## src/rtl/pp_accum_pkg.sv

```systemverilog
// Shared constants, types and column-table helpers for the bit-serial
// partial-product column accumulator.
package pp_accum_pkg;

  localparam int unsigned BW     = 8;
  localparam int unsigned NCOL   = 2 * BW;
  localparam int unsigned HMAX   = BW / 2 + 2;
  localparam int unsigned CARRYW = $clog2(BW / 2 + 3);
  localparam int unsigned KW     = $clog2(NCOL);

  // Per-column count tables, indexed by column number.
  typedef logic [NCOL-1:0][7:0] cnt_tbl_t;

  typedef enum logic [1:0] {
    IDLE,
    RUN,
    DONE
  } state_t;

  // Populated rows in column k, clamped to the physical column height.
  function automatic int unsigned col_height(cnt_tbl_t pps, cnt_tbl_t plusone, int unsigned k);
    int unsigned s;
    s = 32'(pps[k[KW-1:0]]) + 32'(plusone[k[KW-1:0]]);
    return (s > HMAX) ? HMAX : s;
  endfunction

  function automatic logic [HMAX-1:0] col_mask(int unsigned h);
    return HMAX'((32'd1 << h) - 32'd1);
  endfunction

endpackage

```

## src/rtl/pp_col_popcount.sv

```systemverilog
// Masked population count of one column plus the running carry; yields the
// product bit for this weight and the carry into the next column.
module pp_col_popcount
  import pp_accum_pkg::*;
(
  input  logic [HMAX-1:0]   col_i,
  input  logic [HMAX-1:0]   mask_i,
  input  logic [CARRYW-1:0] carry_i,
  output logic              sum_o,
  output logic [CARRYW-1:0] carry_o
);

  logic [CARRYW:0] total;

  always_comb begin
    total   = (CARRYW + 1)'($countones(col_i & mask_i)) + {1'b0, carry_i};
    sum_o   = total[0];
    carry_o = total[CARRYW:1];
  end

endmodule

```

## src/rtl/pp_column_accumulator.sv

```systemverilog
// Bit-serial reducer for a column-ordered partial-product array: one column
// per cycle, LSB first, with a running carry; result is mod 2^(2*BW).
module pp_column_accumulator
  import pp_accum_pkg::*;
#(
  parameter cnt_tbl_t    PPS            = {NCOL{8'd5}},
  parameter cnt_tbl_t    PLUSONE        = {NCOL{8'd1}},
  parameter int unsigned LEASTSIGNIFCOL = 0
) (
  input  logic                      clk,
  input  logic                      rst,
  input  logic                      in_valid,
  output logic                      in_ready,
  input  logic [NCOL-1:0][HMAX-1:0] cols,
  output logic                      out_valid,
  input  logic                      out_ready,
  output logic [NCOL-1:0]           product,
  output logic                      busy
);

  if (LEASTSIGNIFCOL >= NCOL) begin : g_bad_lsc
    $error("LEASTSIGNIFCOL must be below 2*BW");
  end

  localparam logic [KW-1:0] KFirst = KW'(LEASTSIGNIFCOL);
  localparam logic [KW-1:0] KLast  = KW'(NCOL - 1);

  logic [NCOL-1:0][HMAX-1:0] mask_tbl;

  for (genvar k = 0; k < NCOL; k++) begin : g_mask
    assign mask_tbl[k] = col_mask(col_height(PPS, PLUSONE, k));
  end

  state_t                    state_q, state_d;
  logic [NCOL-1:0][HMAX-1:0] arr_q, arr_d;
  logic [KW-1:0]             k_q, k_d;
  logic [CARRYW-1:0]         carry_q, carry_d;
  logic [NCOL-1:0]           product_q, product_d;
  logic                      in_ready_q, in_ready_d;
  logic                      out_valid_q, out_valid_d;
  logic                      busy_q, busy_d;

  logic                      col_sum;
  logic [CARRYW-1:0]         col_carry;

  pp_col_popcount u_popcount (
    .col_i   (arr_q[k_q]),
    .mask_i  (mask_tbl[k_q]),
    .carry_i (carry_q),
    .sum_o   (col_sum),
    .carry_o (col_carry)
  );

  always_comb begin
    state_d     = state_q;
    arr_d       = arr_q;
    k_d         = k_q;
    carry_d     = carry_q;
    product_d   = product_q;
    in_ready_d  = in_ready_q;
    out_valid_d = out_valid_q;
    busy_d      = busy_q;
    unique case (state_q)
      IDLE: begin
        if (in_valid) begin
          // Masking here keeps undriven rows from ever reaching the adder.
          arr_d      = cols & mask_tbl;
          k_d        = KFirst;
          carry_d    = '0;
          product_d  = '0;
          state_d    = RUN;
          in_ready_d = 1'b0;
          busy_d     = 1'b1;
        end
      end
      RUN: begin
        product_d[k_q] = col_sum;
        if (k_q == KLast) begin
          // Carry out of the top column is the two's-complement wrap.
          carry_d     = '0;
          state_d     = DONE;
          busy_d      = 1'b0;
          out_valid_d = 1'b1;
        end else begin
          carry_d = col_carry;
          k_d     = k_q + 1'b1;
        end
      end
      DONE: begin
        if (out_ready) begin
          state_d     = IDLE;
          out_valid_d = 1'b0;
          in_ready_d  = 1'b1;
        end
      end
      default: begin
        state_d     = IDLE;
        in_ready_d  = 1'b1;
        out_valid_d = 1'b0;
        busy_d      = 1'b0;
      end
    endcase
  end

  always_ff @(posedge clk) begin
    if (rst) begin
      state_q     <= IDLE;
      arr_q       <= '0;
      k_q         <= '0;
      carry_q     <= '0;
      product_q   <= '0;
      in_ready_q  <= 1'b1;
      out_valid_q <= 1'b0;
      busy_q      <= 1'b0;
    end else begin
      state_q     <= state_d;
      arr_q       <= arr_d;
      k_q         <= k_d;
      carry_q     <= carry_d;
      product_q   <= product_d;
      in_ready_q  <= in_ready_d;
      out_valid_q <= out_valid_d;
      busy_q      <= busy_d;
    end
  end

  assign in_ready  = in_ready_q;
  assign out_valid = out_valid_q;
  assign product   = product_q;
  assign busy      = busy_q;

  carry_bound_a : assert property (@(posedge clk) disable iff (rst)
    carry_q <= CARRYW'(BW / 2 + 1));

endmodule

```

## config.mk

```make
export PLATFORM = sky130hd
export DESIGN_NAME = pp_column_accumulator
export DESIGN_NICKNAME = d
export VERILOG_FILES = /design/src/rtl/pp_accum_pkg.sv /design/src/rtl/pp_col_popcount.sv /design/src/rtl/pp_column_accumulator.sv
export SDC_FILE = /design/constraint.sdc
export NUM_CORES = 1
export LEC_CHECK = 0
export ABC_AREA = 1
export CAP_MARGIN = 20
export CORE_ASPECT_RATIO = 2
export CORE_MARGIN = 4
export CORE_UTILIZATION = 38
export CTS_CLUSTER_SIZE = 28
export DETAILED_ROUTE_END_ITERATION = 10
export RECOVER_POWER = 50
export SYNTH_ARGS = -nofsm -noshare
export SYNTH_HDL_FRONTEND = slang
export SYNTH_SLANG_ARGS = --single-unit
```

## constraint.sdc

```tcl
create_clock -name clk -period 3.9 [get_ports clk]
set_clock_uncertainty 0.15 [all_clocks]
set_input_delay 0.585 -clock clk [delete_from_list [all_inputs] [get_ports clk]]
set_output_delay 0.585 -clock clk [all_outputs]
set_load 0.005 [all_outputs]
```

# [After elaboration in Yosys (flattened, before gate mapping)]
# Memory sizes are Yosys's and may differ from the RTL's. A register that Yosys moved wholly into a read port is not among the register bits.
# Index checks and enable logic that the tools add are counted.
[totals] mem_count=1 rom_bits=96 latchBits=0 wordCells=83 ff_bits=124 out_inout_bits=19 ram_bits=0
[classes] bitwise=4 n_mux=29 n_addsub=7 reduce_logical=10 div_mod_pow=0 n_shift=0 n_eq_ne=7 magnitude_cmp=2 multipliers=0
[mem_list] name="(name not given)" depth=16 word_bits=6 read_ports=1 rd_clocked_by_memory_dff=1 write_ports=0 line="pp_column_accumulator.sv:48" rtl=".mask_i (mask_tbl[k_q]),"
[ops] op="case mux 16 bit (2 select lines)" n=1
[ops] op="binary-select mux 6 bit (select 4 bit)" n=1
[ops] op="bitwise mux 16 bit" n=1
[ops] op="2-to-1 mux 16 bit" n=1
[ops] op="2-to-1 mux 4 bit" n=4
[ops] op="AND reduction 3 bit" n=5
[ops] op="2-to-1 mux 6 bit" n=2
[ops] op="case mux 1 bit (3 select lines)" n=3
[ops] op="adder 4 bit" n=2
[ops] op="!= test 2 bit, second input constant" n=4
[ops] op="case mux 4 bit (2 select lines)" n=1
[ops] op="2-to-1 mux 1 bit" n=7
[ops] op="adder 1 x 1 -> 2 bit" n=3
[ops] op="AND 6 bit" n=1
[ops] op="2-to-1 mux 2 bit" n=3
[ops] op="2-to-1 mux 3 bit" n=2
[ops] op="case mux 2 bit (3 select lines)" n=1
[ops] op="case mux 3 bit (2 select lines)" n=1
[ops] op="< comparator 4 x 5 -> 1 bit, second input constant" n=1
[ops] op="adder 4 x 1 -> 4 bit, second input constant" n=1
[ops] op="adder 4 x 3 -> 4 bit" n=1
[ops] op="demux 1 bit (select 4 bit)" n=1
[ops] op="equality test 4 bit, second input constant" n=1
[ops] op=">= comparator 4 x 1 -> 1 bit, second input constant" n=1
[ops] op="other kinds (7)" n=10

# [Depth between registers and ports, before layout]
[depth] ltp_word=9 mapped_depth=21 ltp_nobuf=19

# [Cells and area by module]
# A second synthesis with hierarchy kept.
[unflattened] hier_cells=866 area_unflattened_um2=6000.8
[by_module_without_submodules] mod="pp_column_accumulator" cells_each=839 area_each_um2=5800.6 seq_area_each_um2=2482.4 instances=1
[by_module_without_submodules] mod="pp_col_popcount" cells_each=27 area_each_um2=200.2 seq_area_each_um2=0.0 instances=1

# [Worst setup path after synthesis]
# Ideal clock, no wire load.
[synth_path] kind="register to register" start="register k_q[1]" end="register carry_q[1]" synth_period_minus_slack_ps=3453 stages_incl_launch_ff=20 setup_slack_ps=447 arrival_time_ps=3232 n_path_buf=2 path_cell_list="dfxtp_1 > buf_2 > inv_2 > buf_2 > nand3_1 > nand2_1 > nand2_1 > nand2_1 > inv_1 > nand2_1 > ha_1 > inv_1 > fa_1 > fa_1 > inv_1 > ha_1 > inv_1 > fa_1 > or2_0 > a21oi_1"
[synth_between] elab_chain_len=9 word_cells_on_any_way=12 cone_classes="add/sub: 6; eq/ne: 1; mux: 4; bitwise: 1"
[synth_lines] element="start: declaration" line="pp_column_accumulator.sv:36" rtl="logic [KW-1:0] k_q, k_d;"
[synth_lines] element="start signal: assignment" line="pp_column_accumulator.sv:118" rtl="k_q <= k_d;"
[synth_lines] element="binary-select mux 6 bit (select 4 bit)" line="pp_column_accumulator.sv:47" rtl=".col_i (arr_q[k_q]),"
[synth_lines] element="2-to-1 mux 6 bit (implied by the code)" line="pp_column_accumulator.sv:47"
[synth_lines] element="AND 6 bit" line="pp_col_popcount.sv:16" rtl="total = (CARRYW + 1)'($countones(col_i & mask_i)) + {1'b0, carry_i};"
[synth_lines] element="adder 1 x 1 -> 2 bit (implied by the code)" line="pp_col_popcount.sv:16"
[synth_lines] element="adder 4 bit (implied by the code) (2 in series)" line="pp_col_popcount.sv:16"
[synth_lines] element="adder 4 x 3 -> 4 bit" line="pp_col_popcount.sv:16"
[synth_lines] element="2-to-1 mux 3 bit *" line="pp_column_accumulator.sv:78" rtl="if (k_q == KLast) begin"
[synth_lines] element="case mux 3 bit (2 select lines) *" line="pp_column_accumulator.sv:63" rtl="unique case (state_q)"
[synth_lines] element="end signal: assignment" line="pp_column_accumulator.sv:119" rtl="carry_q <= carry_d;"
[synth_lines] element="end: declaration" line="pp_column_accumulator.sv:37" rtl="logic [CARRYW-1:0] carry_q, carry_d;"
# Every way passes the cells marked *; elsewhere a longest branch is shown, timed or not. The select of a mux whose other input is x is not followed.
# A chain may end at the register's enable or synchronous reset.

# [Final worst setup path]
[layout_path] start="register k_q[3]" end="register carry_q[1]"
# Same word-level chain as after synthesis.

==> summary.txt <==
Job
  – Max-cap violations: 0

Synth
  – Synth Instances: roughly 870
  – Seq/Total Area, Yosys: 41.4%
  – Synth top cells by count: nand2_1 (219), inv_1 (135), dfxtp_1 (124), a21oi_1 (121), o21ai_0 (113)
  – FF+latch count, synth: 124
  – Mapped Avg Cell Area: around 7 µm²
  – Yosys top cell by area: dfxtp_1
  – Synth Warn #: 0
  – Most frequent cell after synthesis: nand2_1
  – Number of enable flip-flop cells after synthesis: 0
  – Largest cells by area after synthesis: dfxtp_1 (41%), nand2_1 (14%), a21oi_1 (10%), o21ai_0 (9.4%), inv_1 (8.4%)
  – Ys flop type: dfxtp_1
  – Syn_nets: 985
  – Synth unique cells: 22
  – Post-synth ARST share: 0%
  – Top-area cell type share of the netlist area: approximately 41%
  – Synth Cell Area: 6000 µm²

STA
  – Final Hold Viols: 0
  – Hold WS: 299 ps
  – Final worst-path cycle share: 94.1%
  – Worst setup slack after layout: approximately 230 ps
  – Final Max Tran Viols: 0
  – Measured slew at the worst slew-check pin: roughly 910 ps
  – Setup violators final: 0
  – RSZ-0062 raised after global routing: false
  – Fmax: 273 MHz
  – Post-route setup TNS: 0 ps
  – Minimum clock period after layout: 3670 ps
  – Relative slew slack: 39.3%

CTS
  – CTS tree: done
  – CTS clock-pin slew for the worst setup and hold paths: roughly 60 ps
  – Root buffer cell: clkbuf_16
  – Max Buffers Root-to-Sink: 2
  – H-tree depth: 4
  – Clock sinks: 124
  – CTS Buf Count: 17
  – Worst-Skew Late Latency: 410 ps
  – Post-CTS Hold Fix Bufs: 0

Layout
  – ANT cells: 0
  – Design area: slightly below 8000 µm²
  – Share of cells above drive strength 1: 5.71%
  – Final nets: between 1000 and 1500
  – Layout Cells excl Fill: between 1000 and 1500
  – P&R area growth vs syn: 32.4%

Placed design
  – Dpl cell area: 7290 µm²
  – GP Congestion: 0.878
  – Placement Setup Slack: 190 ps
  – Port-buffer cells: between 100 and 150
  – Post-DP HPWL: ~12000 µm
  – # placed instances: 1146

Routing
  – # DRC: 0
  – Vias per cell: ~4.8
  – Routed vias: around 5600
  – DRT antenna net count: 0
  – Routed length per instance: 14.0 µm
  – Starting DRT DRC Count: between 200 and 250
  – Detailed Routing Iterations Pass 1: 5
  – Wire length after detailed routing: 16500 µm

Floorplanning
  – I/O pins: about 120
  – # rows: 64
  – Die area: between 15000 and 20000 µm²
  – DIE WIDTH: 96.8 µm
  – Die height: 186 µm
  – Core area: 15400 µm²
  – Initial cell density of the core: 39.0%

Critical path
  – Reg2Reg Launch Point: k_q[3]
  – Cell depth of the worst flop-to-flop path: 17
  – Startpoint type of the worst setup path: flop
  – Critical path capture point type: flop
  – Crit Reg-Reg Endpoint: carry_q[1]
  – R2r setup slk: between 200 and 250 ps
  – Crit path capture: carry_q[1]
  – Crit path launch: k_q[3]
  – Critical path fanouts, max: 10
  – CP arrival: 3860 ps
  – Crit Path Category: flop to flop
  – Worst EP required: ~4100 ps

Global route
  – First-pass GRT wire length: 26400 µm
  – GRT Residual Overflow: 0
  – Initial antenna violation count: 0
  – Largest net degree at the start of global routing: 74
  – Global Route Usage Sum: a little under a fifth
  – Vias in the first global route: 5500

Outcome
  – Status: finished, final reports clean

Power
  – Max VDD drop: 0.000271 V
  – Pwr dens: 508 nW/µm²
  – LEAKAGE: 3.50 nW

Min path
  – Worst Hold Class: flop to flop
==> final cells by class <==
cell class                      instances  area, µm²
Clock buffer                           19        453
Clock inverter                         13        213
Fill cell                            1569       7430
Inverter                              141        537
Multi-Input combinational cell        550       2640
Sequential cell                       124       2480
Tap cell                              198        248
Timing Repair Buffer                  134       1360
==> worst min path at each step <==
stage                         start        end  slack, ps  cells after the start
after floorplan           arr_q[84]  arr_q[84]        280                      2
after global placement    arr_q[90]  arr_q[90]        290                      2
after detailed placement  arr_q[17]  arr_q[17]        290                      2
after CTS                 arr_q[17]  arr_q[17]        300                      2
after global routing      arr_q[64]  arr_q[64]        320                      2
final                     arr_q[49]  arr_q[49]        300                      2
==> report_power, final <==
part | switching (mW) | total, mW | internal [mW]
clock | 0.589 | 1.76 | 1.17
sequential | 0.0359 | 1.42 | 1.39
combinational | 0.513 | 0.851 | 0.338
total | 1.14 | 4.03 | 2.90
==> cell usage in the layout, fill, tap and decap left out, types with 2 or more instances in the layout <==
master | Yosys | layout
inv_1 | 135 | 135
buf_12 | 0 | 6
clkbuf_1 | 16 | 3
a21oi_1 | 121 | 121
nand2_1 | 219 | 220
nor2_1 | 6 | 6
clkinv_4 | 0 | 2
inv_2 | 4 | 4
clkdlybuf4s50_1 | 0 | 98
clkbuf_16 | 0 | 17
fa_1 | 4 | 4
clkbuf_8 | 0 | 2
inv_6 | 0 | 2
nand3_1 | 69 | 69
o21ai_0 | 113 | 113
bufinv_16 | 0 | 5
nand2_4 | 2 | 2
buf_4 | 0 | 6
clkinvlp_4 | 0 | 5
dlygate4sd3_1 | 0 | 20
ha_1 | 10 | 10
dfxtp_1 | 124 | 123
==> critical path, cell delays in order (launching register included) <==
cell and delay (ps):
dfxtp_1 410, inv_1 80, nand2_1 160, clkinvlp_4 240
nand2_1 120, nand2_1 50, inv_1 90, nand2_1 60
ha_1 270, inv_1 50, fa_1 400, fa_1 490
inv_1 40, ha_1 180, inv_1 60, fa_1 410
or2_0 230, a21oi_1 110
==> registers in the layout (all words and copies together) (netlist names) <==
name and count:
out_valid 1, state_q 2, in_ready 1, arr_q 96, busy 1, carry_q 3, k_q 4, product 16
==> logic make-up after synthesis <==
group / share of synthesized area, %
AND/OR/NAND/NOR: 20.9
adder cells (fa/ha/maj): 3.42
AO/OA/AOI/OAI: 19.6
buffers and inverters: 14.5
flip-flops: 41.4
XOR/XNOR: 0.146
==> layer usage <==
layer  global-route usage, %  part of all wire [%]  wire (µm)  vias to the layer above
met5                       0                     0          0                        -
met4                    7.82                   2.9        473                        0
met1                    18.3                    38       6230                     2505
met2                    36.5                    56       9270                      119
li1                        -                     -          -                     2945
met3                    3.86                   3.2        527                       34
==> through the flow <==
step,utilization (%),total power [mW]
final,51.6,4.03
after global routing,51.6,4.25
after CTS,51.7,4.08
after detailed placement,47.4,2.31
after global placement,47.4,2.30
after floorplan,-,2.04
==> timing repair <==
action,in CTS,in global routing
endpoints found under the setup margin,0,1
setup buffers,0,1
hold endpoints to repair,0,0
resized for setup,0,2
Note: power is estimated with default switching activity, not from simulation.
